===== src/rtl/mem_port_arbiter_pkg.sv =====
// Shared types and constants for the memory port arbiter and its watchdog.
package mem_port_arbiter_pkg;

   localparam int XLEN_DEFAULT = 32;

   // Size/sign code used for every instruction-cache refill (full word).
   localparam logic [2:0] F3_WORD = 3'b010;

   typedef enum logic [1:0] {
      ARB_IDLE = 2'd0,
      ARB_BUSY = 2'd1,
      ARB_RESP = 2'd2
   } arb_state_e;

   typedef enum logic {
      GNT_IC = 1'b0,
      GNT_DM = 1'b1
   } arb_gnt_e;

   // Picks the next owner. On a tie the requester that was not served
   // last wins, so two continuously active requesters strictly alternate.
   function automatic arb_gnt_e pick_grant(
      input logic     ic_want,
      input logic     dm_want,
      input arb_gnt_e last
   );
      arb_gnt_e g;
      if (ic_want && dm_want) begin
         g = (last == GNT_DM) ? GNT_IC : GNT_DM;
      end else if (ic_want) begin
         g = GNT_IC;
      end else begin
         g = GNT_DM;
      end
      return g;
   endfunction

endpackage


===== src/rtl/mem_arb_watchdog.sv =====
// Transaction watchdog for a bus master: counts cycles while enabled and
// flags expiry on the cycle the count reaches TIMEOUT-1. TIMEOUT=0 disables
// it entirely. Kept generic so other bus masters can reuse it.
module mem_arb_watchdog #(
   parameter int TIMEOUT = 1024,
   parameter int CW      = (TIMEOUT > 0) ? $clog2(TIMEOUT + 1) : 1
) (
   input  logic i_clk,
   input  logic i_rst,
   input  logic i_clear,
   input  logic i_enable,
   output logic o_expired
);

   generate
      if (TIMEOUT > 0) begin : g_on
         localparam logic [CW-1:0] LIMIT = CW'(TIMEOUT - 1);

         logic [CW-1:0] count;

         // Count waiting cycles; saturate at the limit so expiry stays asserted.
         always_ff @(posedge i_clk) begin
            if (!i_rst || i_clear) begin
               count <= '0;
            end else if (i_enable && (count != LIMIT)) begin
               count <= count + CW'(1);
            end
         end

         assign o_expired = (count == LIMIT);
      end else begin : g_off
         logic unused_ctrl;

         assign unused_ctrl = ^{i_clk, i_rst, i_clear, i_enable};
         assign o_expired   = 1'b0;
      end
   endgenerate

endmodule


===== src/rtl/mem_port_arbiter.sv =====
// Shares one external memory port between the I-cache refill requester and
// the data-memory requester of a hart. Transactions are serialised, ties are
// broken round-robin, and a watchdog turns a missing ack into an error
// completion.
//
//   state    | meaning
//   ---------+---------------------------------------------------------------
//   ARB_IDLE | no transaction; sample requests and grant one
//   ARB_BUSY | o_mem_req held with latched payload, waiting for ack/timeout
//   ARB_RESP | one-cycle ready pulse to the served requester; no sampling
module mem_port_arbiter
   import mem_port_arbiter_pkg::*;
#(
   parameter int XLEN    = XLEN_DEFAULT,
   parameter int TIMEOUT = 1024
) (
   input  logic            i_clk,
   input  logic            i_rst,

   input  logic            i_ic_req,
   input  logic [XLEN-1:0] i_ic_addr,
   output logic [XLEN-1:0] o_ic_rdata,
   output logic            o_ic_ready,
   output logic            o_ic_err,

   input  logic            i_dm_rd,
   input  logic            i_dm_wr,
   input  logic [XLEN-1:0] i_dm_addr,
   input  logic [XLEN-1:0] i_dm_wd,
   input  logic [2:0]      i_dm_f3,
   output logic [XLEN-1:0] o_dm_rdata,
   output logic            o_dm_ready,
   output logic            o_dm_err,

   output logic            o_mem_req,
   output logic            o_mem_we,
   output logic [XLEN-1:0] o_mem_addr,
   output logic [XLEN-1:0] o_mem_wd,
   output logic [2:0]      o_mem_f3,
   input  logic            i_mem_ack,
   input  logic [XLEN-1:0] i_mem_rdata
);

   localparam int TO_W = (TIMEOUT > 0) ? $clog2(TIMEOUT + 1) : 1;

   arb_state_e state;
   arb_gnt_e   grant;
   arb_gnt_e   last_grant;
   arb_gnt_e   next_grant;

   logic ic_want;
   logic dm_want;
   logic wd_clear;
   logic wd_enable;
   logic wd_expired;
   logic txn_done;

   assign ic_want    = i_ic_req;
   assign dm_want    = i_dm_rd | i_dm_wr;
   assign next_grant = pick_grant(ic_want, dm_want, last_grant);

   // Watchdog only runs while a transaction is outstanding and unacknowledged.
   assign wd_clear  = (state != ARB_BUSY);
   assign wd_enable = (state == ARB_BUSY) && !i_mem_ack;

   // An ack in the expiry cycle takes priority over the timeout.
   assign txn_done = i_mem_ack || wd_expired;

   mem_arb_watchdog #(
      .TIMEOUT (TIMEOUT),
      .CW      (TO_W)
   ) u_watchdog (
      .i_clk     (i_clk),
      .i_rst     (i_rst),
      .i_clear   (wd_clear),
      .i_enable  (wd_enable),
      .o_expired (wd_expired)
   );

   // Arbitration FSM with all outputs registered.
   always_ff @(posedge i_clk) begin
      if (!i_rst) begin
         state      <= ARB_IDLE;
         grant      <= GNT_IC;
         last_grant <= GNT_DM;
         o_mem_req  <= 1'b0;
         o_mem_we   <= 1'b0;
         o_mem_addr <= '0;
         o_mem_wd   <= '0;
         o_mem_f3   <= '0;
         o_ic_rdata <= '0;
         o_ic_ready <= 1'b0;
         o_ic_err   <= 1'b0;
         o_dm_rdata <= '0;
         o_dm_ready <= 1'b0;
         o_dm_err   <= 1'b0;
      end else begin
         o_ic_ready <= 1'b0;
         o_dm_ready <= 1'b0;

         case (state)
            ARB_IDLE: begin
               if (ic_want || dm_want) begin
                  grant      <= next_grant;
                  last_grant <= next_grant;
                  o_mem_req  <= 1'b1;
                  state      <= ARB_BUSY;
                  if (next_grant == GNT_IC) begin
                     o_mem_we   <= 1'b0;
                     o_mem_addr <= i_ic_addr;
                     o_mem_wd   <= '0;
                     o_mem_f3   <= F3_WORD;
                  end else begin
                     // A write wins if the DM port raises both strobes.
                     o_mem_we   <= i_dm_wr;
                     o_mem_addr <= i_dm_addr;
                     o_mem_wd   <= i_dm_wd;
                     o_mem_f3   <= i_dm_f3;
                  end
               end
            end

            ARB_BUSY: begin
               if (txn_done) begin
                  o_mem_req <= 1'b0;
                  state     <= ARB_RESP;
                  if (grant == GNT_IC) begin
                     o_ic_rdata <= i_mem_ack ? i_mem_rdata : '0;
                     o_ic_err   <= !i_mem_ack;
                     o_ic_ready <= 1'b1;
                  end else begin
                     // Writes return no data.
                     o_dm_rdata <= (i_mem_ack && !o_mem_we) ? i_mem_rdata : '0;
                     o_dm_err   <= !i_mem_ack;
                     o_dm_ready <= 1'b1;
                  end
               end
            end

            ARB_RESP: begin
               state <= ARB_IDLE;
            end

            default: begin
               state     <= ARB_IDLE;
               o_mem_req <= 1'b0;
            end
         endcase
      end
   end

endmodule


===== config.mk =====
export PLATFORM = sky130hd
export DESIGN_NAME = mem_port_arbiter
export DESIGN_NICKNAME = d
export VERILOG_FILES = /design/src/rtl/mem_port_arbiter_pkg.sv /design/src/rtl/mem_arb_watchdog.sv /design/src/rtl/mem_port_arbiter.sv
export SDC_FILE = /design/constraint.sdc
export NUM_CORES = 1
export LEC_CHECK = 0
export ABC_AREA = 1
export CORE_MARGIN = 5
export CORE_UTILIZATION = 35
export CTS_BUF_LIST = sky130_fd_sc_hd__clkbuf_8
export DETAILED_ROUTE_END_ITERATION = 10
export PLACE_DENSITY = 0.68
export SETUP_SLACK_MARGIN = 0.3
export SYNTH_ARGS = -nofsm -noshare
export SYNTH_HDL_FRONTEND = slang
export SYNTH_HIERARCHICAL = 1
export SYNTH_SLANG_ARGS = --single-unit
export TNS_END_PERCENT = 100

===== constraint.sdc =====
create_clock -name i_clk -period 2.6 [get_ports i_clk]
set_input_delay 0.52 -clock i_clk [delete_from_list [all_inputs] [get_ports i_clk]]
set_output_delay 0.52 -clock i_clk [all_outputs]
set_load 0.005 [all_outputs]

==> After elaboration in Yosys (flattened, before gate mapping) <==
Cells that the tools add are included.
{ "op_classes": {"n_addsub": 1, "mux": 17, "n_reduce_logical": 17, "bitwise": 3, "n_eq_ne": 7} }
{ "op_table": {"columns": ["op", "count"], "rows": [
  ["2-to-1 mux 32 bit", 4],
  ["AND reduction 3 bit", 4],
  ["adder 11 x 1 -> 11 bit (second input constant)", 1],
  ["equality test 11 x 10 -> 1 bit (second input constant)", 1],
  ["!= test 11 x 10 -> 1 bit (second input constant)", 1],
  ["2-to-1 mux 1 bit", 8],
  ["logical AND 1 bit", 4],
  ["2-to-1 mux 2 bit", 2],
  ["!= test 2 bit (second input constant)", 2],
  ["case mux 2 bit (2 select lines)", 1],
  ["AND reduction 2 bit", 2],
  ["zero test 1 bit", 3],
  ["logical OR 1 bit", 3],
  ["2-to-1 mux 3 bit", 1],
  ["case mux 1 bit (3 select lines)", 1],
  ["equality test 2 x 1 -> 1 bit (second input constant)", 1],
  ["equality test 2 bit (second input constant)", 1],
  ["zero test 2 bit", 1],
  ["!= test 2 x 1 -> 1 bit (second input constant)", 1],
  ["NOT 1 bit", 2],
  ["bitwise OR 1 bit", 1]
]} }
{ "totals": {"wordCells": 60, "ff_bits": 152} }

==> Depth between registers and ports, before layout <==
Gate-level depths: netlist of run 1.
{ "logic_depth": {"ltp_word": 4, "depth_mapped": 14, "depth_no_buf": 12} }

==> Cells and area by module <==
Netlist of run 1, hierarchy kept.
{ "by_module_without_submodules": {"columns": ["module", "n_inst", "seq_area_each_um2", "area_each_um2", "cells_per_inst"], "rows": [
  ["mem_port_arbiter", 1, 2822.7, 5855.6, 816],
  ["mem_arb_watchdog", 1, 220.2, 625.6, 91]
]} }

==> Worst setup path before layout of run 1 <==
OpenSTA, ideal clock, no wires.
{ "synth_path": {"path_kind": "input-to-reg", "startpoint": "input i_mem_ack", "endpoint": "register u_watchdog.g_on.count[9]", "required_ps": 2485, "stages": 10, "path_slack_ps": 749, "t_arrival_ps": 1736, "n_path_buf": 2, "path_cell_list": "buf_4 > clkbuf_1 > nor2_1 > nand2_1 > nor2_2 > nand2_1 > nor2_2 > nand3_1 > nand2_1 > nor2_1"} }
{ "synth_between": {"elab_chain_cells": 3} }
{ "synth_lines": {"columns": ["item", "line", "text"], "rows": [
  ["start, declared", "mem_port_arbiter.sv:40", "input logic i_mem_ack,"],
  ["zero test 1 bit", "mem_port_arbiter.sv:64", "assign wd_enable = (state == ARB_BUSY) && !i_mem_ack;"],
  ["logical AND 1 bit", "mem_port_arbiter.sv:64", null],
  ["net wd_enable", "mem_port_arbiter.sv:54", "logic wd_enable;"],
  ["logical AND 1 bit", "mem_arb_watchdog.sv:25", "end else if (i_enable && (count != LIMIT)) begin"],
  ["end signal, assigned", "mem_arb_watchdog.sv:26", "count <= count + CW'(1);"],
  ["end, declared", "mem_arb_watchdog.sv:19", "logic [CW-1:0] count;"]
]} }
The timed path passes the listed nets, and every way through them passes these cells.
A chain may end at the register's enable or synchronous reset.

==> Worst setup path after layout of run 1 <==
{ "layout_path": {"startpoint": "register o_mem_we", "endpoint": "output o_mem_we"} }
{ "layout_rtl": {"columns": ["item", "line", "text"], "rows": [
  ["start, declared", "mem_port_arbiter.sv:36", "output logic o_mem_we,"],
  ["start signal, assigned", "mem_port_arbiter.sv:115", "o_mem_we <= i_dm_wr;"]
]} }
No word-level cell between the ends.

==> metrics.txt, run 1 <==
maximum ir drop on the vdd rail=~0.00036 V; synthesis-to-layout area growth=52.9%; cells traversed along the worst timing path=clkdlybuf4s50_1; leakage power=approximately 4 nW; most numerous cell types in the synthesized netlist=nand2_1, dfxtp_1, nand3_1; arrival time of the worst setup path=approximately 1.6 ns; detailed-routing iteration count for the pre-antenna-repair pass=4; maximum level of the CTS H-tree=4; number of standard-cell rows in the floorplan=49; die height=146 µm; number of cells produced by synthesis=slightly above 900; number of DRC markers in iteration 0=between 400 and 500; post-layout worst setup margin=between 0.5 and 0.6 ns; clock buffer depth=2; Fillers=about 1,700; routability cong.=slightly above 0.8; cell with the biggest individual delay on the critical path=clkdlybuf4s50_1; vias per inst=roughly 4.8; post-synthesis area per instance=between 7 and 8 µm²; Slew Viols, Final=0; peak clock frequency supported by timing=482 MHz; time the final worst path needs with I/O delays and setup=2.08 ns; clock input transition at the sequential cells of the worst setup and hold paths=0.09 ns; overall global routing resource usage=0.195; setup repair after global routing missed its margin=true; Synth cell types=32; number of warnings issued by yosys=6; worst-path fanout max=3; Maximum Capacitance Violations=0; vias in the first global route=roughly 6,200; power per cell area=just under 600 nW/µm²; final design utilization=0.548; fraction of the yosys area taken by sequential cells=0.469; number of failing hold endpoints at the final stage=0; hold crit path type=reg2reg; Sequential cell area=between 3000 and 4000 µm²; number of synthesized register bits=approximately 150; first-pass GRT wire length=33,800 µm; sum of routed wire length over all layers=21,500 µm; root buffer selected by CTS=clkbuf_8; routed wire length per instance=between 15 and 20 µm; total number of vias=roughly 6,700; setup tns final=0 ns; CTS sink count=~150; cell types occupying the most area after synthesis=dfxtp_1, nand2_1, nand3_1, a21oi_1, inv_1; remaining antenna violation count after routing=0; critical path start-end classification=reg2out; count of buffer and inverter cells on the critical path=1; post-detailed-placement half-perimeter wirelength=approximately 15,000 µm; footprint of the multi-input gates=2750 µm²; placeable core area=around 18,000 µm²; capturing element type of the critical path=output port; horizontal die dimension=146 µm; total die area=approximately 21,000 µm²; total inserted antenna cells=0; Net Count, Synth=~1,000; number of port buffers=about 270; cell with the most instances after synthesis=nand2_1; proportion of layout cells with a drive suffix above 1=0.0740; portion of synthesized cell area occupied by the leading cell type=0.469; TritonCTS clock tree=done; final count of negative-setup-slack endpoints=0; result of the run=completed; antenna violations before repair=0; DRC violations left=0; post-route clock skew=0.0132 ns; Slew HR=0.607; num ports=274; GR Overflow Total=0; critical path startpoint category=flip-flop; clock insertion delay at the later pin of the skew report=0.45 ns; longest individual stage delay on the worst path=0.63 ns; effective utilization at floorplan=0.358; Num CTS Buffers=17; Crit path required time=2.08 ns; Final period util=0.798; summed instance area of the synthesized netlist=between 6000 and 7000 µm²; maximum number of pins on one net before global-route repair=between 60 and 70; number of nets in the finished design=approximately 1,300; pre-CTS setup slack=roughly 0.36 ns; dominant delay contributor by cell family on the critical path=buffers and inverters; number of enable flip-flop cells after synthesis=0; cell type with the highest aggregate area in the netlist=dfxtp_1; share of synthesized flip-flops with an asynchronous set or reset=0; most frequently used flop master after synthesis=dfxtp_1; transition time at the pin with the least slew margin=0.588 ns
-- final timing paths --
| kind | slack, ns | cells after the start | endpoint | startpoint |
|---|---|---|---|---|
| max | 0.52 | 1 | o_mem_we | o_mem_we |
| min | 0.47 | 2 | o_mem_wd[20] | o_mem_wd[20] |
| min reg2reg | 0.47 | 2 | o_mem_wd[20] | o_mem_wd[20] |
| max reg2reg | 0.54 | 11 | o_dm_rdata[10] | u_watchdog/g_on.count[0] |
-- through the flow --
step,cell area (µm²),instances,power [mW],hold slack (ns)
floorplan,6480,907,3.14,0.437
global placement,9400,1367,3.82,0.452
detailed placement,9400,1367,3.82,0.454
CTS,9860,1399,5.94,0.468
global route,9910,1404,6.17,0.480
finish,9910,1404,5.87,0.465
-- worst reg2reg max path, cell delays in order, from the launching register on --
cell,delay (ns)
dfxtp_1,0.39
ha_1,0.19
nand2_1,0.11
nor2_4,0.14
nand3_4,0.18
inv_1,0.13
inv_1,0.06
nand2_2,0.09
nand3_2,0.11
buf_4,0.28
o21ai_0,0.24
nor2_1,0.05
-- power by group --
part	switching, mW	internal [mW]	total (mW)
registers	0.0831	2.48	2.56
logic	0.578	0.636	1.21
clock network	0.949	1.15	2.10
-- state kept, by name, indices dropped and copies added, names as in the netlist --
register,flops
grant,1
o_mem_f3,3
o_ic_rdata,32
o_mem_req,1
state,2
o_mem_wd,32
last_grant,1
o_ic_ready,1
o_dm_rdata,32
o_mem_we,1
o_dm_ready,1
u_watchdog/g_on.count,11
o_mem_addr,32
o_dm_err,1
o_ic_err,1
-- cell usage in the layout, fill, tap and decap left out --
master / n
clkinv_4: 2
a21boi_0: 1
clkdlybuf4s50_1: 273
nand4_1: 20
o21ai_0: 49
buf_4: 22
nand2_2: 7
a21boi_1: 1
clkinv_2: 2
nand3_1: 113
o21a_1: 1
nor2_1: 94
inv_1: 95
inv_4: 3
nor2_8: 1
ha_1: 1
nand3_4: 1
dfxtp_1: 152
nor2_4: 4
buf_12: 4
clkbuf_8: 17
nand3_2: 1
nor2_2: 6
inv_2: 4
a21oi_4: 1
inv_6: 3
clkinv_1: 1
clkinvlp_4: 3
bufinv_16: 5
a21oi_1: 107
nand3b_1: 1
o21bai_1: 1
o211ai_1: 1
o21ai_2: 1
nand2_1: 177
-- kinds of logic after synthesis --
group           synth area share
compound gates             0.130
fa+ha+maj                0.00193
buf+inv                    0.109
flops                      0.469
simple gates               0.289
-- per-layer routing --
layer  track usage  vias to the layer above  share of wire
met5             0                        -              0
met4        0.0715                        0          0.024
met3        0.0595                       32          0.071
met2         0.316                      198           0.47
met1         0.247                     3054           0.43
li1              -                     3413              -
-- cell type report --
type                            count  share of cell area
Tap cell                          229              0.0289
Multi-Input combinational cell    589               0.277
Clock inverter                     15              0.0227
Timing Repair Buffer              299               0.301
Sequential cell                   152               0.307
Clock buffer                       17              0.0236
Inverter                          103              0.0399
-- timing repair --
item | in CTS | in global routing
resized for setup | 0 | 4
setup endpoints to repair | 0 | 23
buffers inserted | 0 | 4
hold buffers | 0 | 0
(Power assumes the default switching activity.)
==> inputs of run 2 (changes only) <==
--- a/config.mk
+++ b/config.mk
@@ -10,7 +10,7 @@
 export CORE_UTILIZATION = 35
 export CTS_BUF_LIST = sky130_fd_sc_hd__clkbuf_8
 export DETAILED_ROUTE_END_ITERATION = 10
-export PLACE_DENSITY = 0.68
+export PLACE_DENSITY = 0.71
 export SETUP_SLACK_MARGIN = 0.3
 export SYNTH_ARGS = -nofsm -noshare
 export SYNTH_HDL_FRONTEND = slang
==> constraint.sdc (replaced) <==
create_clock -name i_clk -period 1.9 [get_ports i_clk]
set_input_delay 0.38 -clock i_clk [delete_from_list [all_inputs] [get_ports i_clk]]
set_output_delay 0.38 -clock i_clk [all_outputs]
set_load 0.005 [all_outputs]
==> run 2 against run 1 <==
Final cell count is 1.0% higher. Critical path type is now reg2reg. Sequential power is 36% higher. Core utilization is 0.48 points higher. Largest cell class unchanged. Sequential share of layout area is 0.19 points higher. Register-to-register slack worse by 0.39 ns. Largest power group unchanged. Flip-flop and latch count stayed put.
==> metrics.txt, run 2 (same netlist as run 1, synthesis figures left out) <==
overall global routing resource usage=0.189; Internal=about 5.3 mW; num ports=274; cell with the biggest individual delay on the critical path=dfxtp_2; sequential group share of total power=0.463; arrival time of the worst setup path=between 2 and 2.5 ns; synthesis-to-layout area growth=54.2%; total die area=between 20,000 and 25,000 µm²; clock insertion delay at the later pin of the skew report=~0.45 ns; hold crit path type=reg2reg; maximum number of pins on one net before global-route repair=a little under 70; capturing element type of the critical path=flip-flop; Num CTS Buffers=17; Worst R2R Path Depth=13; maximum ir drop on the vdd rail=between 0.0003 and 0.0004 V; root buffer selected by CTS=clkbuf_8; routability cong.=about 0.80; worst-path fanout max=6; commonest cells after routing, fill and taps aside=nand2_1, dlygate4sd2_1, clkdlybuf4s50_1, dfxtp_1, nand3_1; count of buffer and inverter cells on the critical path=3; number of failing hold endpoints at the final stage=0; worst hold path endpoint=o_mem_wd[26]; min-delay src=o_mem_wd[26]; placeable core area=18,100 µm²; clock buffer depth=2; Final period util=0.920; TritonCTS clock tree=done; total inserted antenna cells=0; cells traversed along the worst timing path=ha_4 > nand2_4 > nor2_4 > nand3_4 > inv_2 > inv_2 > nand2_4 > nand2_4 > nor2_4 > clkbuf_16 > nand2_1 > o21ai_1 > nor2_1; final count of negative-setup-slack endpoints=0; antenna violations before repair=0; total number of vias=around 6,700; effective utilization at floorplan=0.358; CTS sink count=between 150 and 200; worst setup slack for register-to-register paths=0.15 ns; peak clock frequency supported by timing=roughly 570 MHz; vias per inst=roughly 4.8; longest individual stage delay on the worst path=around 0.36 ns; routed wire length per instance=about 15 µm; post-route cell area=~10000 µm²; DRC violations left=0; setup repair after global routing missed its margin=true; switching power summed over all nets=2.23 mW; most common cell after layout, fill and taps aside=nand2_1; post-route clock skew=between 0.015 and 0.02 ns; Slew Viols, Final=0; number of DRC markers in iteration 0=358; overall power of the completed layout=~7.5 mW; leakage power=4.75 nW; die height=between 100 and 150 µm; remaining antenna violation count after routing=0; WHS Path Cells=2; number of nets in the finished design=~1,300; startpoint of the lowest-slack register-to-register path=u_watchdog/g_on.count[0]; first-pass GRT wire length=between 30,000 and 40,000 µm; setup tns final=0 ns; time the final worst path needs with I/O delays and setup=1.75 ns; maximum level of the CTS H-tree=4; detailed-routing iteration count for the pre-antenna-repair pass=5; result of the run=completed; proportion of layout cells with a drive suffix above 1=0.123; proportion of power drawn by the clock network=0.322; Crit path required time=approximately 2.2 ns; power per cell area=about 750 nW/µm²; post-detailed-placement half-perimeter wirelength=between 10,000 and 15,000 µm; horizontal die dimension=146 µm; clock input transition at the sequential cells of the worst setup and hold paths=roughly 0.090 ns; share of total power in combinational logic=0.216; GR Overflow Total=0; Maximum Capacitance Violations=0; cell type with the highest occurrence count on the critical path=nand2_4; Slew HR=0.744; sw frac=0.296; dominant delay contributor by cell family on the critical path=simple AND/OR/NAND/NOR gates; number of port buffers=between 200 and 300; vias in the first global route=6,338; critical path startpoint category=flip-flop; sum of routed wire length over all layers=roughly 21,000 µm; number of standard-cell rows in the floorplan=49; critical register-to-register path endpoint=o_ic_rdata[25]; transition time at the pin with the least slew margin=approximately 0.38 ns; Post-DP Area=approximately 9600 µm²; critical path start-end classification=reg2reg
run 2: cell types whose count changed in the layout (fill, tap and decap cells not counted), moves of 6 or more:
cell	delta
dfxtp_2	+33
clkdlybuf4s50_1	-137
dfxtp_1	-34
dlygate4sd2_1	+137
nand2_1	-6
buf_12	+7
o21ai_0	-12
o21ai_1	+12
run 2: worst max path at each step:
stage                                   from              to  slack, ns  cells past startpoint
detailed placement                 i_mem_ack  o_ic_rdata[24]       0.04                      9
finish              u_watchdog/g_on.count[0]  o_ic_rdata[25]       0.15                     13
CTS                 u_watchdog/g_on.count[1]  o_ic_rdata[18]       0.27                     13
global placement                   i_mem_ack  o_ic_rdata[23]       0.07                      9
floorplan           u_watchdog/g_on.count[1]  o_ic_rdata[22]       0.22                     14
global route        u_watchdog/g_on.count[0]  o_ic_rdata[25]       0.07                     13
run 2: worst register-to-register path, stage by stage, from the launching register on:
cell,delay (ns)
dfxtp_2,0.36
ha_4,0.15
nand2_4,0.05
nor2_4,0.09
nand3_4,0.07
inv_2,0.08
inv_2,0.04
nand2_4,0.07
nand2_4,0.06
nor2_4,0.22
clkbuf_16,0.21
nand2_1,0.06
o21ai_1,0.10
nor2_1,0.07
run 2: metal layers:
metal | GRT usage | wire (µm)
met5 | 0 | 0
met4 | 0.0682 | 533
met3 | 0.0558 | 1580
met2 | 0.323 | 10400
met1 | 0.227 | 8540
run 2: cell type report:
cell class	instances	area, µm²
Sequential cell	152	3090
Clock inverter	14	139
Clock buffer	18	248
Multi-Input combinational cell	588	2780
Fill cell	1743	8090
Tap cell	229	287
Timing Repair Buffer	314	3060
Inverter	103	393
run 2: power groups by stage:
stage,clock [mW],combinational (mW),sequential [mW]
floorplan,0,0.725,3.58
global placement,0,1.73,3.56
detailed placement,0,1.74,3.57
CTS,2.50,1.62,3.50
global route,2.63,1.80,3.52
finish,2.43,1.63,3.49
run 2: stage by stage:
step | cells | hold slack, ns | utilization | worst slack (ns)
after global routing | 1418 | 0.479 | 0.553 | 0.0703
after detailed placement | 1381 | 0.455 | 0.532 | 0.0361
final | 1418 | 0.462 | 0.553 | 0.152
after global placement | 1381 | 0.451 | 0.532 | 0.0726
after floorplan | 907 | 0.437 | - | 0.221
after CTS | 1414 | 0.459 | 0.547 | 0.273
run 2: timing repair:
item	CTS	global route
gates cloned	0	2
hold buffers	0	0
pin swaps	0	2
setup buffers	1	2
setup endpoints to repair	154	69
resized for setup	173	14
==> inputs of run 3 (changes only) <==
--- a/config.mk
+++ b/config.mk
@@ -12,6 +12,7 @@
 export DETAILED_ROUTE_END_ITERATION = 10
 export PLACE_DENSITY = 0.71
 export SETUP_SLACK_MARGIN = 0.3
+export SLEW_MARGIN = 20
 export SYNTH_ARGS = -nofsm -noshare
 export SYNTH_HDL_FRONTEND = slang
 export SYNTH_HIERARCHICAL = 1
==> results of run 3 <==
No change in the layout: final DEF, timing and power equal those of run 2.
